`src/rtl/frame_reader.sv`:
```
`default_nettype none
// ============================================================================
// Module      : frame_reader
// Description : Reads one frame buffer from a 256-bit memory port and streams
//               it out as bytes, LSB first, with start-of-frame and
//               end-of-row markers. Holds at most two words in flight
//               (buffered + outstanding) so the return path never overflows.
// Revision    : 1.0 - initial release
// ============================================================================
module frame_reader #(
  parameter int unsigned FRAME_WORDS  = 19200,
  parameter int unsigned ROW_WORDS    = 40,
  parameter logic [24:0] FRAME_STRIDE = 25'h25800
) (
  input  logic         p_clk,
  input  logic         rst,
  input  logic         start,
  input  logic [2:0]   frame_sel,
  output logic         rd_req,
  output logic [24:0]  rd_address,
  input  logic         rd_ack,
  input  logic [255:0] rd_data,
  input  logic         rd_valid,
  output logic [7:0]   pix_data,
  output logic         pix_valid,
  input  logic         pix_ready,
  output logic         pix_sof,
  output logic         pix_eol,
  output logic         busy,
  output logic         frame_done
);

  // Counter widths: the request counter must be able to hold FRAME_WORDS
  // itself so that "all requests issued" is a plain equality.
  localparam int unsigned c_cw = $clog2(FRAME_WORDS + 1);
  localparam int unsigned c_rw = $clog2(ROW_WORDS + 1);

  localparam logic [c_cw-1:0] c_frame_words = c_cw'(FRAME_WORDS);
  localparam logic [c_cw-1:0] c_last_word   = c_cw'(FRAME_WORDS - 1);
  localparam logic [c_rw-1:0] c_last_row    = c_rw'(ROW_WORDS - 1);
  localparam logic [4:0]      c_last_byte   = 5'd31;

  typedef enum logic [0:0] {
    S_IDLE = 1'b0,
    S_RUN  = 1'b1
  } state_t;

  state_t state_q, state_d;

  // Request side
  logic [24:0]     rd_addr_q, rd_addr_d;
  logic [c_cw-1:0] req_cnt_q, req_cnt_d;
  logic [1:0]      out_cnt_q, out_cnt_d;

  // Two-entry word FIFO
  logic [255:0]    mem_q [2];
  logic [1:0]      fifo_cnt_q, fifo_cnt_d;
  logic            wr_ptr_q, wr_ptr_d;
  logic            rd_ptr_q, rd_ptr_d;

  // Byte output side
  logic [4:0]      byte_q, byte_d;
  logic [c_cw-1:0] word_q, word_d;
  logic [c_rw-1:0] row_q, row_d;
  logic            frame_done_q, frame_done_d;

  // Combinational helpers
  logic [24:0]     w_sel_ext;
  logic [24:0]     w_base;
  logic            w_start_acc;
  logic            w_issue;
  logic            w_push;
  logic            w_pop_byte;
  logic            w_pop_word;
  logic            w_last;
  logic [2:0]      w_occupancy;
  logic [255:0]    w_head;

  // Frame buffer base address; unused selector codes fall back to buffer 0.
  always_comb begin
    w_sel_ext = {22'd0, frame_sel};
    w_base    = 25'd0;
    if (frame_sel <= 3'd5) begin
      w_base = w_sel_ext * FRAME_STRIDE;
    end
  end

  // Handshake and occupancy decode. Occupancy uses registered counts only,
  // so a pop frees its slot for a new request one cycle later.
  always_comb begin
    w_occupancy = {1'b0, out_cnt_q} + {1'b0, fifo_cnt_q};
    w_start_acc = (state_q == S_IDLE) && start;
    rd_req      = (state_q == S_RUN) && (req_cnt_q != c_frame_words) &&
                  (w_occupancy < 3'd2);
    w_issue     = rd_req && rd_ack;
    // Returns with nothing outstanding (e.g. stale data after a reset)
    // are dropped on the floor.
    w_push      = rd_valid && (out_cnt_q != 2'd0);
    pix_valid   = (fifo_cnt_q != 2'd0);
    w_pop_byte  = pix_valid && pix_ready;
    w_pop_word  = w_pop_byte && (byte_q == c_last_byte);
    w_last      = (state_q == S_RUN) && w_pop_word && (word_q == c_last_word);
  end

  // Byte presentation straight from the FIFO head and counter registers.
  always_comb begin
    w_head     = mem_q[rd_ptr_q];
    pix_data   = 8'd0;
    pix_sof    = 1'b0;
    pix_eol    = 1'b0;
    if (pix_valid) begin
      pix_data = w_head[{byte_q, 3'b000} +: 8];
      pix_sof  = (word_q == '0) && (byte_q == 5'd0);
      pix_eol  = (byte_q == c_last_byte) && (row_q == c_last_row);
    end
    rd_address = rd_addr_q;
    busy       = (state_q == S_RUN);
    frame_done = frame_done_q;
  end

  // FSM state register.
  always_ff @(posedge p_clk) begin
    if (rst) begin
      state_q <= S_IDLE;
    end else begin
      state_q <= state_d;
    end
  end

  // FSM next-state: start opens a frame, the final accepted byte closes it.
  always_comb begin
    state_d = state_q;
    case (state_q)
      S_IDLE: if (start)  state_d = S_RUN;
      S_RUN:  if (w_last) state_d = S_IDLE;
      default:            state_d = S_IDLE;
    endcase
  end

  // Datapath next-state for request, FIFO and byte counters.
  always_comb begin
    rd_addr_d    = rd_addr_q;
    req_cnt_d    = req_cnt_q;
    out_cnt_d    = out_cnt_q + {1'b0, w_issue} - {1'b0, w_push};
    fifo_cnt_d   = fifo_cnt_q + {1'b0, w_push} - {1'b0, w_pop_word};
    wr_ptr_d     = wr_ptr_q;
    rd_ptr_d     = rd_ptr_q;
    byte_d       = byte_q;
    word_d       = word_q;
    row_d        = row_q;
    frame_done_d = w_last;

    if (w_start_acc) begin
      rd_addr_d = w_base;
      req_cnt_d = '0;
      byte_d    = 5'd0;
      word_d    = '0;
      row_d     = '0;
    end

    if (w_issue) begin
      rd_addr_d = rd_addr_q + 25'd8;
      req_cnt_d = req_cnt_q + 1'b1;
    end

    if (w_push) begin
      wr_ptr_d = ~wr_ptr_q;
    end

    if (w_pop_byte) begin
      byte_d = byte_q + 5'd1;
    end

    if (w_pop_word) begin
      rd_ptr_d = ~rd_ptr_q;
      word_d   = word_q + 1'b1;
      row_d    = (row_q == c_last_row) ? '0 : row_q + 1'b1;
    end
  end

  // Datapath registers; reset aborts any frame in flight.
  always_ff @(posedge p_clk) begin
    if (rst) begin
      rd_addr_q    <= 25'd0;
      req_cnt_q    <= '0;
      out_cnt_q    <= 2'd0;
      fifo_cnt_q   <= 2'd0;
      wr_ptr_q     <= 1'b0;
      rd_ptr_q     <= 1'b0;
      byte_q       <= 5'd0;
      word_q       <= '0;
      row_q        <= '0;
      frame_done_q <= 1'b0;
    end else begin
      rd_addr_q    <= rd_addr_d;
      req_cnt_q    <= req_cnt_d;
      out_cnt_q    <= out_cnt_d;
      fifo_cnt_q   <= fifo_cnt_d;
      wr_ptr_q     <= wr_ptr_d;
      rd_ptr_q     <= rd_ptr_d;
      byte_q       <= byte_d;
      word_q       <= word_d;
      row_q        <= row_d;
      frame_done_q <= frame_done_d;
    end
  end

  // FIFO storage; contents are only observable through the count, so no reset.
  always_ff @(posedge p_clk) begin
    if (w_push && !rst) begin
      mem_q[wr_ptr_q] <= rd_data;
    end
  end

endmodule
`default_nettype wire

```
`config.mk`:
```
export PLATFORM = sky130hd
export DESIGN_NAME = frame_reader
export DESIGN_NICKNAME = d
export VERILOG_FILES = /design/src/rtl/frame_reader.sv
export SDC_FILE = /design/constraint.sdc
export NUM_CORES = 1
export LEC_CHECK = 0
export ABC_AREA = 1
export CORE_MARGIN = 2
export CORE_UTILIZATION = 41
export DETAILED_ROUTE_END_ITERATION = 10
export SLEW_MARGIN = 20
export SYNTH_ARGS = -nofsm -noshare
export SYNTH_HDL_FRONTEND = slang
export SYNTH_SLANG_ARGS = --single-unit
```
`constraint.sdc`:
```
create_clock -name p_clk -period 27.7 [get_ports p_clk]
set_clock_uncertainty 0.2 [all_clocks]
set_input_delay 5.54 -clock p_clk [delete_from_list [all_inputs] [get_ports p_clk]]
set_output_delay 5.54 -clock p_clk [all_outputs]
set_load 0.1 [all_outputs]
```
==> flow_summary.ini, run 1 <==
[synthesis]
syn_avg_cell_area_sq_um = 10.07
ys_types = 42
syn_inst = 2525
yosysSeqAreaShare_pct = 66.14
synth_warnings = 0
ys_ff_latch = 584
syn-cell-area_sq_mm = 0.02542

[timing]
setup_viol = 0
tightest_slew_ns = 1.131
holdWs_ns = 0.2705
final_max_slew_viol_count = 0
fmax_mhz = 89.03
tns_ns = 0
finalCritPeriodShare_pct = 40.55
timing.final.ws_setup_ns = 16.47
maxSlewHeadroom_pct = 24.52
rsz0062_at_grt = no
hold_viol = 0
min_period_ns = 11.23

[global_routing]
antenna_found_initial = 3
track_usage_pct = 22.32
grt_first_pass_wirelength_mm = 108.1
overflow = 0
grt_pass1_vias = 18172
grt_max_degree = 177

[finish]
finalNetCount = 3077
final_cells = 3630
fillers = 5534
final_cell_mix = nand2_1 (674), edfxtp_1 (512), nor2_1 (326)
multi_input_area_sq_mm = 0.007025
seq_area_sq_mm = 0.01682
final_common_cell = nand2_1
area_growth_pct = 21.95
drive_gt1_share_pct = 4.443

[clock_network]
hold_buffers = 0
worstSkewPairLatency_ns = 0.63
cts_tree = yes
clockBufferDepth = 3
h-tree-depth = 2
path_clk_slew_ns = 0.06
root_buffer = clkbuf_16
clock_sinks = 584
cts_setup_buffers = 0
cts_resized = 0
cts_buffers = 61

[power_and_ir_drop]
p_int_uw = 1626
p_switching_uw = 597.3
switching_share_pct = 26.87
seq_power_share_pct = 47.3
clock_power_share_pct = 37.3
ir_drop_uv = 51.82
power.density_mw_per_mm2 = 71.70
pwr-share-comb_pct = 15.4
p_leak_uw = 0.01166
finalPower_uw = 2223

[placement]
dp_hpwl_mm = 46.02
port_buffers = 300
place_congestion = 0.8613
place_inst = 3514
place_ws_ns = 17.03

[floorplan]
start_util_pct = 41.35
coreArea_sq_mm = 0.06148
die_x_um = 253.0
num_io_pins = 304
die_h_um = 253.0
die_area_sq_mm = 0.06402
rows = 91

[run_status]
outcome = completed

[route]
first_pass_iters = 5
wl_mm = 71.73
antenna_left = 0
drc_errors = 0
via_count = 18571
drt_iter0_drc = 1509
wl_per_cell_um = 19.76
avgViaCountPerCell = 5.116

[job]
drv_cap = 0

[setup_path]
endpoint_kind = primary output
crit_fanout = 91
crit_type = flip-flop to primary output
cp.required_ns = 21.96
cp.arrival_ns = 5.49
critPathLaunchType = flip-flop

[worst_hold_path]
hp-class = flip-flop to flip-flop
==> flip-flops by register name, summed over array words and instances (netlist names), 2 cells and up, named ones only <==
name	flops
mem_q	512
rd_address	22
req_cnt_q	15
word_q	15
row_q	6
byte_q	5
fifo_cnt_q	2
out_cnt_q	2
==> synth_stat cells <==
cell type,instances,area (sq um)
a21oi_1,76,380.4
inv_4,2,12.51
nor4_1,3,18.77
nand3_1,186,930.9
o21a_1,2,15.01
xnor2_1,5,43.79
edfxtp_1,512,15370
and3_1,2,12.51
nand4_1,11,68.82
nand2_2,2,12.51
buf_4,24,180.2
or2_2,2,12.51
nor3_2,1,10.01
nor3b_1,1,7.510
xor2_1,4,35.03
inv_2,8,30.03
o221ai_1,1,8.760
a22oi_1,1,7.510
o21ai_0,154,770.7
nand2_4,1,11.26
nor2_1,329,1235
o22ai_1,8,50.05
o211ai_1,26,195.2
o21bai_1,3,22.52
conb_1,1,3.750
dfxtp_1,72,1441
a221oi_1,2,17.52
fa_1,2,40.04
buf_6,9,101.4
nand2_1,674,2530
clkinv_1,2,7.510
inv_1,236,885.9
nand3_2,1,10.01
buf_2,55,275.3
buf_1,4,15.01
clkbuf_1,28,105.1
nand3b_1,2,15.01
o21ai_1,35,175.2
ha_1,21,262.8
and2_1,2,12.51
nor3_1,13,65.06
a211oi_1,2,15.01
==> path summary, 6_finish.rpt <==
check	from	endpoint	slack [ns]	depth (start not counted)
setup / recovery	flip-flop	pix_data[0]	16.47	15
hold / removal	req_cnt_q[13]	req_cnt_q[13]	0.27	2
setup reg to reg	out_cnt_q[0]	out_cnt_q[1]	24.43	11
hold reg to reg	req_cnt_q[13]	req_cnt_q[13]	0.27	2
==> critical path, stage by stage, from the launching register on <==
cell             delay (ns)
dfxtp_4                0.76
buf_4                  0.70
buf_4                  0.86
nor2_1                 0.12
nor2_1                 0.11
o21ai_0                0.10
nand2_1                0.10
nand2_1                0.05
nand2_1                0.07
inv_1                  0.05
nand2_1                0.05
nand2_1                0.06
nand2_1                0.07
nand2_1                0.15
nor2_1                 0.22
clkdlybuf4s50_1        1.17
==> routing by layer <==
layer	global-route usage (%)	part of all wire, %	vias to the layer above
met5	0	0	-
met3	3.567	6.7	98
met2	36.26	47	608
met4	7.151	2.7	0
li1	-	-	8949
met1	30.72	43	8916
==> power by group through the flow <==
stage / clock network [uW] / logic (uW) / registers, uW
final: 829 / 343 / 1050
after global routing: 877 / 377 / 1060
after floorplan: 0 / 197 / 1100
after global placement: 0 / 340 / 1070
after detailed placement: 0 / 344 / 1070
after CTS: 843 / 345 / 1050
==> layout make-up <==
type | count | area share, %
Tap cell | 790 | 3.188
Clock buffer | 76 | 5.274
Multi-Input combinational cell | 1575 | 22.66
Inverter | 248 | 3.027
Antenna cell | 4 | 0.03228
Sequential cell | 584 | 54.27
Clock inverter | 34 | 1.186
Timing Repair Buffer | 319 | 10.37
==> cell families after synthesis <==
kind of cell / share of synthesized area [%]
AND/OR/NAND/NOR: 19.48
other: 0.01475
XOR/XNOR: 0.3100
flip-flops: 66.14
adder cells (fa/ha/maj): 1.191
AO/OA/AOI/OAI: 6.521
buffers and inverters: 6.343
==> metrics by stage <==
| step | cell area [sq um] | utilization [%] |
|---|---|---|
| 6_report | 31000 | 50.43 |
| 5_1_grt | 31000 | 50.42 |
| 2_1_floorplan | 25430 | - |
| 3_3_place_gp | 28930 | 47.06 |
| 3_5_place_dp | 28930 | 47.06 |
| 4_1_cts | 30940 | 50.32 |
Note: power is estimated with default switching activity, not from simulation.
==> run 2: changes to the inputs <==
clock period = 9.3 ns   (was 27.7 ns; I/O delays follow)
==> run 2 against run 1 <==
- wire length rose by 0.97%
- core utilization barely moved
- worst hold slack got worse by 0.010 ns
- sequential power rose to 3.0 times the previous value
- combinational power rose to 3.1 times the previous value
- critical endpoint unchanged
- largest cell class unchanged
==> flow_summary.ini, run 2 (same netlist as run 1, synthesis figures left out) <==
[timing]
tns_ns = 0
min_period_ns = 6.851
holdWs_ns = 0.2605
finalCritPeriodShare_pct = 73.66
hold_viol = 0
final_max_slew_viol_count = 0
fmax_mhz = 146.0
tightest_slew_ns = 1.024
rsz0062_at_grt = no
setup_viol = 0
maxSlewHeadroom_pct = 31.72

[setup_path]
critPathLaunchType = flip-flop
r2r_slack_ns = 5.29
crit_fanout = 28
cp.arrival_ns = 4.79
crit_type = flip-flop to primary output
endpoint_kind = primary output
cp.required_ns = 7.24

[route]
drc_errors = 0
avgViaCountPerCell = 5.167
antenna_left = 0
wl_mm = 72.42
drt_iter0_drc = 1664
wl_per_cell_um = 19.97
first_pass_iters = 6
via_count = 18739

[floorplan]
die_area_sq_mm = 0.06402
die_x_um = 253.0
die_h_um = 253.0
coreArea_sq_mm = 0.06148
start_util_pct = 41.35
num_io_pins = 304
rows = 91

[clock_network]
clockBufferDepth = 3
root_buffer = clkbuf_16
cts_setup_buffers = 0
clock_sinks = 584
cts_tree = yes
h-tree-depth = 3
worstSkewPairLatency_ns = 0.60
path_clk_slew_ns = 0.06
cts_buffers = 66
hold_buffers = 0
cts_resized = 0

[placement]
port_buffers = 300
place_congestion = 0.8144
dp_hpwl_mm = 46.95

[global_routing]
grtUsageMet1_pct = 31.44
top_usage_layer = met2
overflow = 0
grt_max_degree = 176
grt_pass1_vias = 17819
antenna_found_initial = 5
track_usage_pct = 22.59
grt.met2_usage_pct = 36.31
grt_util_met3_pct = 3.629
grt_first_pass_wirelength_mm = 108.6

[run_status]
outcome = completed

[job]
drv_cap = 0

[finish]
drive_gt1_share_pct = 4.624
final_cell_mix = nand2_1 (674), edfxtp_1 (512), nor2_1 (326)
top_register = mem_q
fin_util_pct = 50.46
finalNetCount = 3080
area_growth_pct = 22.02
fillers = 5515
largest_reg_flops = 512
final_common_cell = nand2_1

[power_and_ir_drop]
ir_drop_uv = 132.0
power.density_mw_per_mm2 = 215.8
p_leak_uw = 0.01169

[worst_hold_path]
hp-class = flip-flop to flip-flop
[run 2: report_power, final]
group	switching (uW)	internal [uW]	total [uW]
Sequential	53.2	3070	3120
Combinational	760	312	1070
Clock	1020	1480	2500
Total	1830	4860	6700
[run 2: metrics by stage]
stage                     power, uW  area [sq um]  instances  setup WS, ns
after detailed placement       4256         28960       3514         2.961
final                          6696         31020       3627         2.449
after CTS                      6752         31010       3623         2.304
after global placement         4245         28960       3514         2.982
after floorplan                3819         25450       2527        0.2893
after global routing           6970         31020       3627         2.204
[run 2: worst paths after layout]
kind,startpoint,endpoint,depth (start not counted)
setup / recovery,byte_q[1],pix_data[0],14
hold / removal,req_cnt_q[13],req_cnt_q[13],2
setup reg to reg,byte_q[3],fifo_cnt_q[1],11
hold reg to reg,req_cnt_q[13],req_cnt_q[13],2
[run 2: worst max-delay path, stage by stage (launching register included)]
cell             delay (ns)
dfxtp_2                0.63
buf_4                  0.45
nand2_1                0.22
inv_2                  0.48
nand2_1                0.26
a21oi_1                0.22
nor2_1                 0.06
nand2_1                0.06
inv_1                  0.04
nand2_1                0.05
nand2_1                0.05
nand2_1                0.05
nand2_1                0.10
nor2_1                 0.24
clkdlybuf4s50_1        1.19
[run 2: cell type report]
class | count | area, sq um | share of cell area, %
clock buffer | 81 | 1802 | 5.808
multi-input combinational | 1575 | 7032 | 22.67
sequential | 584 | 16820 | 54.23
tap | 790 | 988.4 | 3.186
antenna | 4 | 10.01 | 0.03227
inverter | 248 | 940.9 | 3.033
timing repair buffer | 317 | 3181 | 10.25
clock inverter | 28 | 244.0 | 0.7865
[run 2: routing by layer]
| metal | part of all wire (%) | vias up |
|---|---|---|
| met3 | 6.4 | 93 |
| met2 | 47 | 632 |
| met1 | 44 | 9068 |
| li1 | - | 8946 |
| met4 | 2.2 | 0 |
| met5 | 0 | - |
==> run 3: changes to the inputs <==
clock period = 5.85 ns   (was 9.3 ns; I/O delays follow)
==> run 3 against run 2 <==
- worst hold slack gained 0.00099 ns
- final area grew 0.48%
- worst setup slack lost 1.7 ns
- critical path type unchanged
- critical path depth shrank 3
==> flow_summary.ini, run 3 (same netlist as run 1, synthesis figures left out) <==
[setup_path]
r2r_start = byte_q[3]
cp.arrival_ns = 3.74
r2r_cells = 12
cp_cell_sequence = inv_6 -> buf_12 -> o21ai_0 -> nand3_1 -> nand3_1 -> nand2_1 -> inv_1 -> nand2_1 -> nor2_1 -> nor2_1 -> buf_4
critPathBufInv = 4
crit_family = buffers and inverters
crit_type = flip-flop to primary output
r2r_end = fifo_cnt_q[1]
critPathLaunchType = flip-flop
crit_path_end = pix_data[3]
cp_slowest_stage_delay_ns = 0.56
slowest_stage = inv_6
path_depth = 11
crit_fanout = 94
cp.required_ns = 4.48
r2r_slack_ns = 2.34
endpoint_kind = primary output

[clock_network]
hold_buffers = 0
clockBufferDepth = 3
cts_setup_buffers = 0
cts_buffers = 61
h-tree-depth = 2
cts_tree = yes
path_clk_slew_ns = 0.06
clock_sinks = 584
cts_resized = 0
worstSkewPairLatency_ns = 0.63
root_buffer = clkbuf_16

[worst_hold_path]
holdPathStages = 2
hp-class = flip-flop to flip-flop

[route]
wl_mm = 71.94
wl_per_cell_um = 19.78
drt_iter0_drc = 1754
antenna_left = 0
first_pass_iters = 5
drc_errors = 0
avgViaCountPerCell = 5.145
via_count = 18711

[finish]
final_cells = 3637
final_cell_mix = nand2_1 (674), edfxtp_1 (512), nor2_1 (326)
multi_input_area_sq_mm = 0.007032
antenna-diode-count = 0
drive_gt1_share_pct = 5.269
fillers = 5481
area_growth_pct = 22.60
final_common_cell = nand2_1
largest_reg_flops = 512
top_register = mem_q
seq_area_sq_mm = 0.01682
finalNetCount = 3087

[timing]
min_period_ns = 5.111
hold_viol = 0
rsz0062_at_grt = no
tns_ns = 0
holdWs_ns = 0.2615
setup_viol = 0
tightest_slew_ns = 0.9746
final_max_slew_viol_count = 0
finalCritPeriodShare_pct = 87.36
maxSlewHeadroom_pct = 34.82
fmax_mhz = 195.7

[global_routing]
track_usage_pct = 22.38
grt_max_degree = 163
overflow = 0
grt_first_pass_wirelength_mm = 108.5
grt_pass1_vias = 18117
antenna_found_initial = 0

[run_status]
outcome = completed

[floorplan]
die_area_sq_mm = 0.06402
rows = 91
die_h_um = 253.0
start_util_pct = 41.35
coreArea_sq_mm = 0.06148
die_x_um = 253.0
num_io_pins = 304

[power_and_ir_drop]
p_leak_uw = 0.01178
ir_drop_uv = 250.7
power.density_mw_per_mm2 = 338.0
finalPower_uw = 10530

[placement]
port_buffers = 300
dp_hpwl_mm = 47.82
place_inst = 3526
place_congestion = 0.8561

[job]
drv_cap = 0
[run 3: how the worst min path moves through the flow]
stage,end,from,slack [ns]
global placement,req_cnt_q[13],req_cnt_q[13],0.25
finish,req_cnt_q[13],req_cnt_q[13],0.26
detailed placement,req_cnt_q[13],req_cnt_q[13],0.26
global route,req_cnt_q[13],req_cnt_q[13],0.29
floorplan,req_cnt_q[13],req_cnt_q[13],0.24
CTS,req_cnt_q[13],req_cnt_q[13],0.26
[run 3: per-layer routing]
layer	vias to the layer above	track usage [%]	wire length, um
met5	-	0	0
met4	0	5.647	1412
met3	83	3.197	4824
met2	609	37.23	34720
met1	9044	30.88	30980
li1	8975	-	-
[run 3: final cells by class]
class	count	share of cell area (%)
Clock buffer	77	5.226
Clock inverter	34	1.100
Inverter	248	3.010
Multi-Input combinational cell	1575	22.56
Sequential cell	584	53.98
Tap cell	790	3.171
Timing Repair Buffer	329	10.96
[run 3: power by group]
group / leakage (uW) / internal (uW) / switching, uW
sequential: 0.00521 / 4880 / 86.0
combinational: 0.00560 / 529 / 1180
clock: 0.000973 / 2260 / 1600
total: 0.0118 / 7670 / 2870
[run 3: stage by stage]
stage	util [%]	area [sq um]	setup slack, ns
2_1_floorplan	-	25470	-2.325
3_3_place_gp	47.47	29180	1.454
3_5_place_dp	47.49	29200	1.453
4_1_cts	50.70	31170	0.7753
5_1_grt	50.70	31170	0.5423
6_report	50.70	31170	0.7394
[run 3: worst min-delay path: cells and delay by family (launching register included)]
| family | cells | cell delay (ns) |
|---|---|---|
| flops | 1 | 0.31 |
| compound gates | 1 | 0.05 |
| simple gates | 1 | 0.06 |
==> RTL edit 1 (config.mk and constraints of run 2) <==
Make the reset (`rst`) asynchronous in 2 clocked blocks.
--- a/src/rtl/frame_reader.sv
+++ b/src/rtl/frame_reader.sv
@@ -121,3 +121,3 @@
   // FSM state register.
-  always_ff @(posedge p_clk) begin
+  always_ff @(posedge p_clk or posedge rst) begin
     if (rst) begin
@@ -181,3 +181,3 @@
   // Datapath registers; reset aborts any frame in flight.
-  always_ff @(posedge p_clk) begin
+  always_ff @(posedge p_clk or posedge rst) begin
     if (rst) begin
Behaviour: differs if rst is asserted again (counterexample within 4 cycles, from zero or initial values and one cycle with rst high); with rst held inactive, the same outputs for 4 cycles.
==> RTL edit 1 against run 2 <==
- synthesized cell count fell by 5.7%
- synthesized area fell by 1.1%
- wire length fell by 5.7%
- sequential cell count fell by 1
- via count fell by 5.3%
- final area fell by 1.1%
- worst setup slack got worse by 560 ps
- critical path type unchanged
- largest cell class unchanged
Power is not compared: it rests on default switching activity, and its combinational part moved more than twofold at a synthesized area within 25%.
==> RTL edit 1: results (changes against run 2) <==
GRT
The maximum number of pins on one net before global-route repair was 179 (+1.7%). The overall fraction of global-route tracks in use is 0.215 (-0.0114).

Cells and area
The total of fill cells in the finished design was 5341 (-3.2%). The number of antenna diodes is 1 (-3). The count of clock buffers in the final design is 75 (-7.4%). The fraction of final layout cells with drive strength greater than 1 is 0.0471 (+0.000831). The number of logic inverters in the finished layout is 138 (-44%).

The count of plain and timing-repair buffers in the layout is 318 (+0.32%). The count of placed standard cells in the final layout, fillers left out is 3481 (-4.0%).

Setup path
The worst register-to-register path ends at rd_address[7]$_DFFE_PP0P_. The critical-path maximum fanout came to 149 (+430%). The arrival time at the worst endpoint is 5350 ps (+560 ps). The launch point of the worst path is rd_ptr_q$_DFFE_PP0P_.

The register-to-register setup slack is 5840 ps (+550 ps). The critical path ends at pix_data[6]. In this run the critical register-to-register path is launched from out_cnt_q[0]$_DFF_PP0_.

Synth
The post-synthesis compound-gate area fraction is 0.0338 (-0.0314). The gate count after technology mapping is 2380 (-5.7%). The count of distinct cell types in the synthesized netlist is 41 (-2.4%). The register area share after synthesis is 0.682 (+0.0204). The parity-gate share of the synthesized area counting xor and xnor cells is 0.0111 (+0.00804).

Place
The placed standard-cell area is 28800 µm² (-0.60%). The pre-CTS setup slack is 2540 ps (-426 ps). The final weighted congestion in routability-driven placement is 0.841 (+3.2%).

STA
The transition time at the pin with the least slew margin was 1090 ps (+61.9 ps). The peak clock frequency supported by timing is 135 MHz (-7.6%).

Clocking
The sink count of the clock tree is 583 (-0.17%). The number of levels in the clock H-tree is 2 (-1).

Outcome
The run finished with clean final reports.

Route
The initial detailed-routing violation count is 1466 (-12%).

Worst hold path
For hold timing, the worst endpoint is req_cnt_q[13]$_DFFE_PP0P_. In this run the most critical hold path is launched from req_cnt_q[13]$_DFFE_PP0P_.

Floorplan
The core footprint is 60500 µm² (-1.6%).
[RTL edit 1: cell types whose count changed in the layout (fill, tap and decap cells not counted), moves of 11 or more]
cell                       delta
sky130_fd_sc_hd__nand2_1    +223
sky130_fd_sc_hd__nor2_1     -185
sky130_fd_sc_hd__inv_1      -106
sky130_fd_sc_hd__o21ai_0    -100
sky130_fd_sc_hd__dfrtp_1     +69
sky130_fd_sc_hd__dfxtp_1     -69
sky130_fd_sc_hd__nand3_1     +63
sky130_fd_sc_hd__o21ai_1     -32
sky130_fd_sc_hd__a21oi_1     -26
sky130_fd_sc_hd__xor2_1      +19
sky130_fd_sc_hd__o211ai_1    -15
sky130_fd_sc_hd__a21boi_0    +11
[RTL edit 1: routing by layer]
layer,track usage,part of all wire,up-vias
li1,-,-,8549
met1,0.300,0.44,8598
met2,0.352,0.48,500
met3,0.0283,0.055,86
met4,0.0611,0.022,4
met5,0,0.00038,-
==> RTL edit 2 (flow settings as in run 2) <==
Made on the original files. Change the parameter `FRAME_WORDS` from 19200 to 9600.
--- a/src/rtl/frame_reader.sv
+++ b/src/rtl/frame_reader.sv
@@ -10,3 +10,3 @@
 module frame_reader #(
-  parameter int unsigned FRAME_WORDS  = 19200,
+  parameter int unsigned FRAME_WORDS  = 9600,
   parameter int unsigned ROW_WORDS    = 40,
Check against the original RTL: same outputs for any inputs over 10 cycles, from zero or initial values and one cycle with rst high; that may be too few to reach the edited logic, so the function may still have changed.
==> RTL edit 2 against run 2 <==
- sequential cell count is 2 lower
- worst hold slack better by 20 ps
- synthesized area shrank 2.2%
- wire length down 6.3%
- final area fell by 2.7%
- worst setup slack got worse by 730 ps
- synthesized cell count is 7.6% lower
- via count down 3.8%
- total power decreased by 4.6%
- critical endpoint is now pix_data[5]
- clock power down 9.2%
==> RTL edit 2: results (changes against run 2) <==
Power and ir drop
The internal power is 0.00465 W (-4.4%). The fraction of power consumed by sequential logic is 0.492 (+0.025). The clock network power consumption is 0.00227 W (-9.2%). The static leakage power came to 10.7 nW (-8.4%).

GRT
The overall fraction of global-route tracks in use is 0.214 (-0.0120). The maximum number of pins on one net before global-route repair is 173 (-1.7%). The number of global-route vias before repair is 17600 (-1.1%). The initial antenna violation count was 12 (+7).

Place
The placed standard-cell area is 28300 µm² (-2.2%). The final weighted congestion in routability-driven placement is 0.826 (+1.5%). The post-detailed-placement half-perimeter wirelength came to 42000 µm (-11%).

Synth
In the synthesized netlist, the cells that appear most often are sky130_fd_sc_hd__nand2_1, sky130_fd_sc_hd__edfxtp_1, sky130_fd_sc_hd__nand3_1, sky130_fd_sc_hd__nor2_1, sky130_fd_sc_hd__o21ai_0. The count of distinct cell types in the synthesized netlist came to 50 (+19%). The async set-or-reset flop fraction in the synthesized netlist is 0 (unchanged).

The register area share after synthesis is 0.675 (+0.0136). Sorting the synthesized cells by area gives the leading types as sky130_fd_sc_hd__edfxtp_1, sky130_fd_sc_hd__nand2_1, sky130_fd_sc_hd__nand3_1, sky130_fd_sc_hd__dfxtp_1, sky130_fd_sc_hd__nor2_1.

Setup path
The biggest cell delay along the critical path was 1220 ps (+30 ps). The register-to-register setup slack is 5940 ps (+650 ps). The arrival time at the worst endpoint is 5530 ps (+740 ps). The critical-path maximum fanout is 156 (+460%).

Clocking
The total clock buffers created by CTS was 60 (-9.1%).

Route
The average vias per placed instance is 5.27 (+2.0%). The initial detailed-routing violation count was 1550 (-6.9%).

STA
The post-route worst hold slack came to 280 ps (+19.9 ps). The transition time at the pin with the least slew margin is 1110 ps (+87.7 ps).

Outcome
The run finished with clean final reports.

Cells and area
The fraction of final layout cells with drive strength greater than 1 came to 0.0471 (+0.000872). The total number of nets in the final design came to 2875 (-6.7%). The total of fill cells in the finished design is 5432 (-1.5%).
RTL edit 2: cell families (layout without fill, tap and decap cells):
logic type,Yosys count,in the layout,synth area share
AOI/OAI and AO/OA,222,222,0.0485
and+or+nand+nor,1262,1262,0.215
other,1,9,0.000151
adders and majority gates,23,23,0.0122
DFF,582,582,0.675
xor gates and xnor gates,13,13,0.00458
buffers and inverters,231,527,0.0445
RTL edit 2: per-layer routing:
metal | routed length, µm | share of wire | GRT usage
met1 | 29000 | 0.43 | 0.293
met2 | 32400 | 0.48 | 0.341
met3 | 4470 | 0.066 | 0.0391
met4 | 1970 | 0.029 | 0.0792
met5 | 49 | 0.00072 | 0
RTL edit 2: cell type report:
class	instances	area share
antenna	6	0.000498
clock buffer	74	0.0522
clock inverter	33	0.00813
inverter	103	0.0133
multi-input combinational	1523	0.232
sequential	582	0.556
tap	782	0.0324
timing repair buffer	317	0.105
RTL edit 2: stage by stage:
step	std cells	utilization	worst slack, ps
2_1_floorplan	2336	-	284
3_3_place_gp	3306	0.471	2350
3_5_place_dp	3306	0.471	2310
4_1_cts	3413	0.501	1610
5_1_grt	3418	0.502	1280
6_report	3420	0.502	1710
RTL edit 2: path summary, 6_finish.rpt:
| path | from | end | cells after the start |
|---|---|---|---|
| max reg2reg | byte_q[1]$_SDFFE_PP0P_ | fifo_cnt_q[1]$_SDFF_PP0_ | 12 |
| min | wr_ptr_q$_SDFFE_PP0P_ | wr_ptr_q$_SDFFE_PP0P_ | 2 |
| max | register | pix_data[5] | 11 |
| min reg2reg | wr_ptr_q$_SDFFE_PP0P_ | wr_ptr_q$_SDFFE_PP0P_ | 2 |
